<file path="src/rtl/axi4s_if.sv">
// AXI4-Stream video bus: pixel data, start-of-frame on tuser, end-of-line on tlast.
interface axi4s_if #(
    parameter int unsigned DATA_WIDTH = 16
) ();
    logic [DATA_WIDTH-1:0] tdata;
    logic                  tvalid;
    logic                  tready;
    logic                  tuser;
    logic                  tlast;

    modport master (output tdata, output tvalid, output tuser, output tlast, input tready);
    modport slave  (input tdata, input tvalid, input tuser, input tlast, output tready);
endinterface

</file>
<file path="src/rtl/axis_pattern_gen.sv">
// Video test-pattern source: streams H_ACTIVE x V_ACTIVE RGB565 frames over AXI4-Stream
// with fully registered outputs; pattern and colour are latched once per frame.
module axis_pattern_gen #(
    parameter int unsigned H_ACTIVE   = 640,
    parameter int unsigned V_ACTIVE   = 480,
    parameter int unsigned DATA_WIDTH = 16
) (
    input  logic        axi_clk_i,
    input  logic        axi_rst_ni,
    input  logic        enable_i,
    input  logic [1:0]  pattern_i,
    input  logic [15:0] color_i,
    axi4s_if.master     m_axis,
    output logic        frame_done_o,
    output logic        busy_o
);
    localparam int unsigned XW   = (H_ACTIVE > 1) ? $clog2(H_ACTIVE) : 1;
    localparam int unsigned YW   = (V_ACTIVE > 1) ? $clog2(V_ACTIVE) : 1;
    localparam int unsigned BarW = H_ACTIVE / 8;
    localparam logic [XW-1:0] XMax = XW'(H_ACTIVE - 1);
    localparam logic [YW-1:0] YMax = YW'(V_ACTIVE - 1);

    typedef enum logic [0:0] {StIdle, StRun} state_e;

    state_e                state_q, state_d;
    logic [XW-1:0]         x_q, x_d;
    logic [YW-1:0]         y_q, y_d;
    logic [1:0]            pat_q, pat_d;
    logic [15:0]           col_q, col_d;
    logic                  valid_q, valid_d;
    logic [DATA_WIDTH-1:0] data_q, data_d;
    logic                  user_q, user_d;
    logic                  last_q, last_d;
    logic                  done_q, done_d;
    logic                  load;

    function automatic logic [15:0] pixel(input logic [XW-1:0] px, input logic [YW-1:0] py,
                                          input logic [1:0] pat, input logic [15:0] col);
        logic [2:0]  bar;
        logic [5:0]  g6;
        logic [15:0] res;
        bar = 3'(32'(px) / BarW);
        g6  = 6'(8'(px) >> 2);
        case (pat)
            2'd0: begin
                case (bar)
                    3'd0:    res = 16'hFFFF;
                    3'd1:    res = 16'hFFE0;
                    3'd2:    res = 16'h07FF;
                    3'd3:    res = 16'h07E0;
                    3'd4:    res = 16'hF81F;
                    3'd5:    res = 16'hF800;
                    3'd6:    res = 16'h001F;
                    default: res = 16'h0000;
                endcase
            end
            2'd1:    res = {g6[5:1], g6, g6[5:1]};
            2'd2:    res = (((32'(px) ^ 32'(py)) & 32'h20) != 0) ? 16'hFFFF : 16'h0000;
            default: res = col;
        endcase
        return res;
    endfunction

    always_comb begin
        state_d = state_q;
        x_d     = x_q;
        y_d     = y_q;
        pat_d   = pat_q;
        col_d   = col_q;
        valid_d = valid_q;
        data_d  = data_q;
        user_d  = user_q;
        last_d  = last_q;
        done_d  = 1'b0;
        load    = 1'b0;
        case (state_q)
            StIdle: begin
                if (enable_i) begin
                    state_d = StRun;
                    x_d     = '0;
                    y_d     = '0;
                    pat_d   = pattern_i;
                    col_d   = color_i;
                    load    = 1'b1;
                end
            end
            StRun: begin
                // In RUN the output beat is always valid, so tready alone marks a transfer.
                if (m_axis.tready) begin
                    load = 1'b1;
                    if (x_q == XMax) begin
                        x_d = '0;
                        if (y_q == YMax) begin
                            y_d    = '0;
                            done_d = 1'b1;
                            if (enable_i) begin
                                pat_d = pattern_i;
                                col_d = color_i;
                            end else begin
                                state_d = StIdle;
                                load    = 1'b0;
                                valid_d = 1'b0;
                                data_d  = '0;
                                user_d  = 1'b0;
                                last_d  = 1'b0;
                            end
                        end else begin
                            y_d = y_q + 1'b1;
                        end
                    end else begin
                        x_d = x_q + 1'b1;
                    end
                end
            end
            default: state_d = StIdle;
        endcase
        if (load) begin
            valid_d = 1'b1;
            data_d  = DATA_WIDTH'(pixel(x_d, y_d, pat_d, col_d));
            user_d  = (x_d == '0) && (y_d == '0);
            last_d  = (x_d == XMax);
        end
    end

    always_ff @(posedge axi_clk_i or negedge axi_rst_ni) begin
        if (!axi_rst_ni) begin
            state_q <= StIdle;
            x_q     <= '0;
            y_q     <= '0;
            pat_q   <= '0;
            col_q   <= '0;
            valid_q <= 1'b0;
            data_q  <= '0;
            user_q  <= 1'b0;
            last_q  <= 1'b0;
            done_q  <= 1'b0;
        end else begin
            state_q <= state_d;
            x_q     <= x_d;
            y_q     <= y_d;
            pat_q   <= pat_d;
            col_q   <= col_d;
            valid_q <= valid_d;
            data_q  <= data_d;
            user_q  <= user_d;
            last_q  <= last_d;
            done_q  <= done_d;
        end
    end

    assign m_axis.tvalid = valid_q;
    assign m_axis.tdata  = data_q;
    assign m_axis.tuser  = user_q;
    assign m_axis.tlast  = last_q;
    assign frame_done_o  = done_q;
    assign busy_o        = (state_q == StRun);
endmodule

</file>
<file path="src/flat_wrapper.sv">
// flat-port wrapper written by rule: the top's interface ports become plain ports
module axis_pattern_gen_flat 
#(
    parameter int unsigned H_ACTIVE   = 640,
    parameter int unsigned V_ACTIVE   = 480,
    parameter int unsigned DATA_WIDTH = 16
)
  (axi_clk_i, axi_rst_ni, enable_i, pattern_i, color_i, frame_done_o, busy_o, m_axis_tdata, m_axis_tvalid, m_axis_tuser, m_axis_tlast, m_axis_tready);
  axi4s_if #(.DATA_WIDTH(DATA_WIDTH)) m_axis_i ();
  input  logic axi_clk_i;
  input  logic axi_rst_ni;
  input  logic enable_i;
  input  logic [1:0] pattern_i;
  input  logic [15:0] color_i;
  output logic frame_done_o;
  output logic busy_o;
  output wire logic [$bits(m_axis_i.tdata)-1:0] m_axis_tdata;
  output wire logic [$bits(m_axis_i.tvalid)-1:0] m_axis_tvalid;
  output wire logic [$bits(m_axis_i.tuser)-1:0] m_axis_tuser;
  output wire logic [$bits(m_axis_i.tlast)-1:0] m_axis_tlast;
  input wire logic [$bits(m_axis_i.tready)-1:0] m_axis_tready;
  assign m_axis_tdata = m_axis_i.tdata;
  assign m_axis_tvalid = m_axis_i.tvalid;
  assign m_axis_tuser = m_axis_i.tuser;
  assign m_axis_tlast = m_axis_i.tlast;
  assign m_axis_i.tready = m_axis_tready;
  axis_pattern_gen #(.H_ACTIVE(H_ACTIVE), .V_ACTIVE(V_ACTIVE), .DATA_WIDTH(DATA_WIDTH)) u_core (.axi_clk_i(axi_clk_i), .axi_rst_ni(axi_rst_ni), .enable_i(enable_i), .pattern_i(pattern_i), .color_i(color_i), .m_axis(m_axis_i), .frame_done_o(frame_done_o), .busy_o(busy_o));
endmodule
</file>
<file path="config.mk">
export PLATFORM = sky130hd
export DESIGN_NAME = axis_pattern_gen_flat
export DESIGN_NICKNAME = d
export VERILOG_FILES = /design/src/rtl/axi4s_if.sv /design/src/rtl/axis_pattern_gen.sv /design/src/flat_wrapper.sv
export SDC_FILE = /design/constraint.sdc
export NUM_CORES = 1
export LEC_CHECK = 0
export CAP_MARGIN = 20
export CORE_ASPECT_RATIO = 1.25
export CORE_UTILIZATION = 57
export DETAILED_ROUTE_END_ITERATION = 16
export PLACE_DENSITY_LB_ADDON = 0.08
export SLEW_MARGIN = 20
export SYNTH_ARGS = -nofsm -noshare
export SYNTH_HDL_FRONTEND = slang
export SYNTH_SLANG_ARGS = --single-unit
</file>
<file path="constraint.sdc">
create_clock -name axi_clk_i -period 4.45 [get_ports axi_clk_i]
set_input_delay 0.89 -clock axi_clk_i [delete_from_list [all_inputs] [get_ports axi_clk_i]]
set_output_delay 0.89 -clock axi_clk_i [all_outputs]
set_load 0.01 [all_outputs]
</file>
==> impl_metrics.csv, run 1 <==
group,metric,value,unit
synthesis,synth-seq-area-share,0.3926,
global_routing,gr-usage-all-layers,0.3115,
synthesis,ys.flop_type,"dfrtp_1",
setup_path,crit_path_start_kind,"input port",
route,ant_nets,0,
timing,finalClockSkew,0.01453,ns
route,wl,9.622,mm
clock_network,hold_buffers,0,
setup_path,max_stage_delay,0.59,ns
placed_design,port_buffers,42,
route,post_drt_wl_per_cell,18.58,um
global_routing,grt_pass1_wl,16.13,mm
clock_network,ctsRootBufferMaster,"clkbuf_8",
synthesis,syn-cell-area,0.003697,sq mm
synthesis,synth_top_area_frac,0.3926,
setup_path,worstPathMaxFanout,8,
timing,report.final.slew_viol_count,0,
synthesis,synthCells,377,
global_routing,gr-usage-met3,0.05824,
power_and_ir_drop,leakagePower,1.832,nW
finish,multiInputGateArea,0.002048,sq mm
power_and_ir_drop,p_per_area,385.7,mW/mm^2
power_and_ir_drop,vdd.ir_drop.worst,242.4,uV
finish,n_fill_cell,484,
synthesis,synth_fp_nets,402,
global_routing,overflow,0,
setup_path,critPathSlowestCell,"clkdlybuf4s50_1",
finish,area_growth,18.92,%
clock_network,ctsResizeCount,0,
setup_path,end_kind,"flop",
placed_design,placed_area,0.004217,sq mm
finish,stdcell_count,518,
route,first_pass_iters,6,
setup_path,worstRegToRegCells,15,
timing,timing.fmax,241.3,MHz
finish,final_common_cell,"dfrtp_1",
placed_design,place_ws,0.02884,ns
hold_path,hold_class,"flop to flop",
placed_design,dpl.cell_count,502,
timing,tightestPinTransition,0.8494,ns
global_routing,grt_start_max_net_pins,34,
timing,finalWorstSetupSlack,0.3061,ns
die,start_util,0.5958,
placed_design,dpl.hpwl,6.887,mm
die,die_w,74.04,um
die,dieArea,0.006815,sq mm
finish,diodes,0,
synthesis,syn_area_per_cell,9.807,sq um
clock_network,clock_path_buffers,2,
timing,min_period,4.144,ns
finish,fin_area,0.004397,sq mm
route,drt-initial-drc-count,252,
global_routing,first_global_vias,3266,
die,rows,32,
clock_network,clkSinkCount,58,
route,viasPerCell,6.384,
die,floorplan.core_area,0.006206,sq mm
clock_network,clkSlewWorstSetupHoldPaths,0.07,ns
clock_network,postCtsSetupRepairBufs,0,
synthesis,ys_seq_elements,58,
timing,slew_headroom,0.4337,
clock_network,cts.htree.levels,3,
global_routing,gr-usage-met2,0.5053,
route,via_count,3307,
flow_run,cap_violations,0,
synthesis,synth_top_area_cell,"dfrtp_1",
timing,rsz0062_at_grt,"no",
global_routing,antenna_found_initial,0,
synthesis,yosysWarningCount,0,
global_routing,grt_use_met1,0.3906,
timing,hold_viol,0,
setup_path,worstPathRequired,4.66,ns
finish,regArea,0.001451,sq mm
setup_path,path_class,"input port to flop",
global_routing,busiest_layer,"met2",
timing,finalSetupViolCount,0,
finish,mostFrequentLayoutCells,"dfrtp_1, nand2_1, clkdlybuf4s50_1, o21ai_0, buf_4",
clock_network,clk-insertion-delay-late,0.35,ns
synthesis,synth_area_leaders,"dfrtp_1, mux2_2, nand2_1",
finish,nets,453,
outcome,status,"finished, final reports clean",
finish,drive_gt1_frac,0.1871,
die,ios,43,
synthesis,synthArstFlopShare,1.000,
route,drc_errors,0,
synthesis,synthDistinctLibCells,79,
timing,fin_crit_sh,0.9312,
synthesis,synth-edff-count,0,
placed_design,gp_congestion,0.8938,
setup_path,critPathArrivalTime,4.35,ns
setup_path,path_cells,"clkdlybuf4s50_1 -> and4_4 -> and2_1 -> o21ai_1 -> nor3_2 -> inv_2 -> ha_1 -> inv_1 -> nand2_1 -> nand4_1 -> a22oi_1 -> a32oi_2 -> o221ai_2 -> a2111oi_1 -> a211oi_1",
clock_network,cts_made_buffers,9,
hold_path,min_delay_path_depth,1,
die,die_h,92.05,um
clock_network,cts_tree,"yes",
timing,fin_tns_setup,0,ns
[power breakdown]
part	leakage (nW)	internal [mW]	switching (mW)
Sequential	0.744	0.614	0.0793
Combinational	1.00	0.254	0.305
Clock	0.0882	0.216	0.228
[final timing paths]
path	from	endpoint	slack, ns
max	m_axis_tready	u_core.m_axis.tdata[1]$_DFFE_PN0P_	0.31
min in group asynchronous	axi_rst_ni	u_core.busy_o$_DFF_PN0_	0.53
max reg2reg	u_core.x_q[0]$_DFF_PN0_	u_core.m_axis.tdata[1]$_DFFE_PN0P_	0.61
min reg2reg	u_core.col_q[13]$_DFF_PN0_	u_core.col_q[13]$_DFF_PN0_	0.50
min	u_core.col_q[13]$_DFF_PN0_	u_core.col_q[13]$_DFF_PN0_	0.50
max in group asynchronous	axi_rst_ni	u_core.m_axis.tdata[1]$_DFFE_PN0P_	3.04
[critical path, delay by kind of cell]
family,cells,cell delay [ns]
AND/OR/NAND/NOR,5,1.11
adder cells (fa/ha/maj),1,0.33
AO/OA/AOI/OAI,6,1.24
buffers and inverters,3,0.78
[Yosys cell counts (6+ instances only)]
| master | count |
|---|---|
| mux2_2 | 16 |
| nand2_1 | 41 |
| a211oi_1 | 12 |
| nand2b_1 | 6 |
| o21ai_1 | 9 |
| nand3_1 | 6 |
| a31oi_1 | 7 |
| buf_6 | 8 |
| o21ai_0 | 23 |
| nand4_1 | 8 |
| dfrtp_1 | 58 |
| and3_1 | 7 |
| nor2_1 | 18 |
| and2_1 | 7 |
| inv_1 | 9 |
| o21a_1 | 6 |
| clkbuf_1 | 7 |
| a21oi_1 | 6 |
[stage by stage]
stage	total power, mW	util	hold WS (ns)
detailed placement	1.249	0.6794	0.4813
global placement	1.235	0.6794	0.4692
global route	1.778	0.7085	0.5065
floorplan	1.015	-	0.4516
CTS	1.696	0.7085	0.4972
finish	1.696	0.7085	0.4976
[cells by family after synthesis]
group | count (synthesis) | synth area share
simple gates | 128 | 0.1970
compound gates | 125 | 0.2657
fa+ha+maj | 5 | 0.01624
buf+inv | 35 | 0.05448
xor+xnor | 5 | 0.01185
mux | 21 | 0.06227
flops | 58 | 0.3926
[routing by layer]
| metal | wire (um) | vias to the layer above |
|---|---|---|
| met1 | 4176 | 1627 |
| met5 | 0 | - |
| met4 | 300 | 0 |
| li1 | - | 1558 |
| met3 | 384 | 26 |
| met2 | 4760 | 96 |
[cell type report]
| type | count | area share |
|---|---|---|
| timing repair buffer | 61 | 0.1269 |
| inverter | 14 | 0.01195 |
| clock inverter | 6 | 0.009676 |
| multi-input combinational | 284 | 0.4658 |
| clock buffer | 10 | 0.03130 |
| sequential | 58 | 0.3301 |
| tap | 85 | 0.02419 |
[registers in the layout, summed over array words and instances, names as in the netlist]
name and cells:
u_core.x_q 10, u_core.m_axis.tuser 1, u_core.m_axis.tvalid 1, u_core.frame_done_o 1, u_core.m_axis.tlast 1, u_core.col_q 16, u_core.pat_q 2, u_core.m_axis.tdata 16
u_core.busy_o 1, u_core.y_q 9
Power figures use the tool's default switching activity.
==> run 2, diff against run 1 <==
--- a/config.mk
+++ b/config.mk
@@ -9,6 +9,7 @@
 export CORE_ASPECT_RATIO = 1.25
 export CORE_UTILIZATION = 57
 export DETAILED_ROUTE_END_ITERATION = 16
+export MAX_ROUTING_LAYER = met4
 export PLACE_DENSITY_LB_ADDON = 0.08
 export SLEW_MARGIN = 20
 export SYNTH_ARGS = -nofsm -noshare
==> impl_metrics.csv, run 2 (synthesis results as in run 1) <==
group,metric,value,unit
outcome,status,"finished, final reports clean",
finish,n_fill_cell,508,
timing,finalClockSkew,0.01702,ns
placed_design,dpl.cell_count,502,
setup_path,worstSetupStartpoint,"m_axis_tready",
setup_path,worstPathMaxFanout,8,
route,post_drt_wl_per_cell,18.12,um
clock_network,cts_made_buffers,9,
power_and_ir_drop,p_per_area,396.9,mW/mm^2
setup_path,worstPathRequired,4.66,ns
finish,area_growth,19.59,%
route,ant_nets,0,
global_routing,grt_pass1_wl,15.46,mm
route,via_count,3270,
die,ios,43,
setup_path,r2r_slack,0.63,ns
clock_network,ctsResizeCount,0,
power_and_ir_drop,leakagePower,1.842,nW
clock_network,hold_buffers,0,
clock_network,clk-insertion-delay-late,0.35,ns
timing,finalSetupViolCount,0,
finish,mostFrequentLayoutCells,"dfrtp_1, nand2_1, clkdlybuf4s50_1, o21ai_0, buf_4",
global_routing,gr-usage-all-layers,0.3076,
die,die_w,74.04,um
setup_path,worstRegToRegCells,14,
finish,nets,453,
finish,diodes,0,
clock_network,cts.htree.levels,3,
placed_design,dpl.hpwl,6.780,mm
setup_path,critPathArrivalTime,4.34,ns
global_routing,first_global_vias,3102,
finish,stdcell_count,518,
setup_path,r2r-end,"u_core.m_axis.tdata[1]$_DFFE_PN0P_",
placed_design,gp_congestion,0.8969,
route,drc_errors,0,
setup_path,critPathSlowestCell,"clkdlybuf4s50_1",
timing,timing.fmax,241.8,MHz
die,dieArea,0.006815,sq mm
setup_path,max_stage_delay,0.61,ns
timing,tightestPinTransition,0.7102,ns
finish,regArea,0.001451,sq mm
timing,min_period,4.136,ns
setup_path,crit_path_start_kind,"input port",
flow_run,cap_violations,0,
timing,report.final.slew_viol_count,0,
setup_path,path_class,"input port to flop",
die,die_h,92.05,um
global_routing,overflow,0,
timing,fin_crit_sh,0.9293,
clock_network,cts_tree,"yes",
setup_path,cp_num_buf_inv,3,
placed_design,placed_area,0.004217,sq mm
global_routing,grt_start_max_net_pins,35,
finish,drive_gt1_frac,0.1848,
hold_path,hold_class,"flop to flop",
clock_network,clock_path_buffers,2,
route,viasPerCell,6.313,
setup_path,path_cells,"clkdlybuf4s50_1 -> and4_4 -> and2_1 -> o21ai_1 -> nor3_2 -> inv_2 -> ha_1 -> inv_1 -> nand2_1 -> nor2_1 -> a2111oi_4 -> o221ai_2 -> a2111oi_1 -> a211oi_1",
clock_network,postCtsSetupRepairBufs,0,
finish,final_common_cell,"dfrtp_1",
timing,rsz0062_at_grt,"no",
timing,fin_tns_setup,0,ns
power_and_ir_drop,vdd.ir_drop.worst,314.1,uV
setup_path,path_delay_family,"compound AO/OA/AOI/OAI gates",
timing,hold_viol,0,
route,first_pass_iters,5,
clock_network,clkSinkCount,58,
placed_design,port_buffers,42,
finish,fin_area,0.004422,sq mm
die,start_util,0.5958,
finish,multiInputGateArea,0.002048,sq mm
route,drt-initial-drc-count,227,
setup_path,cp_num_cells,14,
die,rows,32,
timing,slew_headroom,0.5265,
clock_network,ctsRootBufferMaster,"clkbuf_8",
setup_path,end_kind,"flop",
clock_network,clkSlewWorstSetupHoldPaths,0.07,ns
setup_path,r2r-start,"u_core.x_q[0]$_DFF_PN0_",
route,wl,9.388,mm
setup_path,cp-endpoint,"u_core.m_axis.tdata[1]$_DFFE_PN0P_",
die,floorplan.core_area,0.006206,sq mm
power_and_ir_drop,finalPower,1.755,mW
global_routing,antenna_found_initial,0,
[run 2: changes by cell type in the layout (fill, tap and decap cells not counted), sizes merged]
cell    previous run  this run
bufinv             0         1
clkbuf            10        12
clkinv             5         2
[run 2: through the flow]
stage          utilization  hold WS (ns)  setup WS [ns]
5_1_grt             0.7125        0.5022        0.07425
6_report            0.7125        0.4833         0.3145
3_5_place_dp        0.6794        0.4682        0.08207
4_1_cts             0.7125        0.4882         0.4050
2_1_floorplan            -        0.4516         0.6180
3_3_place_gp        0.6794        0.4683         0.1975
[run 2: worst min-delay path by stage]
| stage | startpoint | end | cells past startpoint |
|---|---|---|---|
| final | u_core.m_axis.tuser$_DFFE_PN0P_ | u_core.m_axis.tuser$_DFFE_PN0P_ | 2 |
| after floorplan | u_core.col_q[5]$_DFF_PN0_ | u_core.col_q[5]$_DFF_PN0_ | 2 |
| after global placement | u_core.m_axis.tuser$_DFFE_PN0P_ | u_core.m_axis.tuser$_DFFE_PN0P_ | 2 |
| after CTS | u_core.m_axis.tuser$_DFFE_PN0P_ | u_core.m_axis.tuser$_DFFE_PN0P_ | 2 |
| after global routing | u_core.col_q[12]$_DFF_PN0_ | u_core.col_q[12]$_DFF_PN0_ | 1 |
| after detailed placement | u_core.m_axis.tuser$_DFFE_PN0P_ | u_core.m_axis.tuser$_DFFE_PN0P_ | 2 |
[run 2: metal layers]
| metal | part of all wire | track usage |
|---|---|---|
| met4 | 0.019 | 0.1218 |
| met2 | 0.50 | 0.4917 |
| met3 | 0.048 | 0.03736 |
| met1 | 0.43 | 0.3926 |
| met5 | 0 | - |
[run 2: where the power goes]
| group | internal (mW) | switching [mW] |
|---|---|---|
| clock network | 0.288 | 0.222 |
| registers | 0.614 | 0.0798 |
| logic | 0.254 | 0.297 |
| total | 1.16 | 0.599 |
[run 2: final cells by class]
type                            instances  area share
Multi-Input combinational cell        284      0.4632
Sequential cell                        58      0.3282
Timing Repair Buffer                   61      0.1262
Clock buffer                           12     0.03509
Tap cell                               85     0.02405
Inverter                               14     0.01188
Clock inverter                          4     0.01132
[run 2: worst min-delay path, delay by kind of cell (launching register included)]
| family | cells | cell delay [ns] |
|---|---|---|
| DFF | 1 | 0.35 |
| AOI/OAI and AO/OA | 1 | 0.05 |
| and+or+nand+nor | 1 | 0.05 |
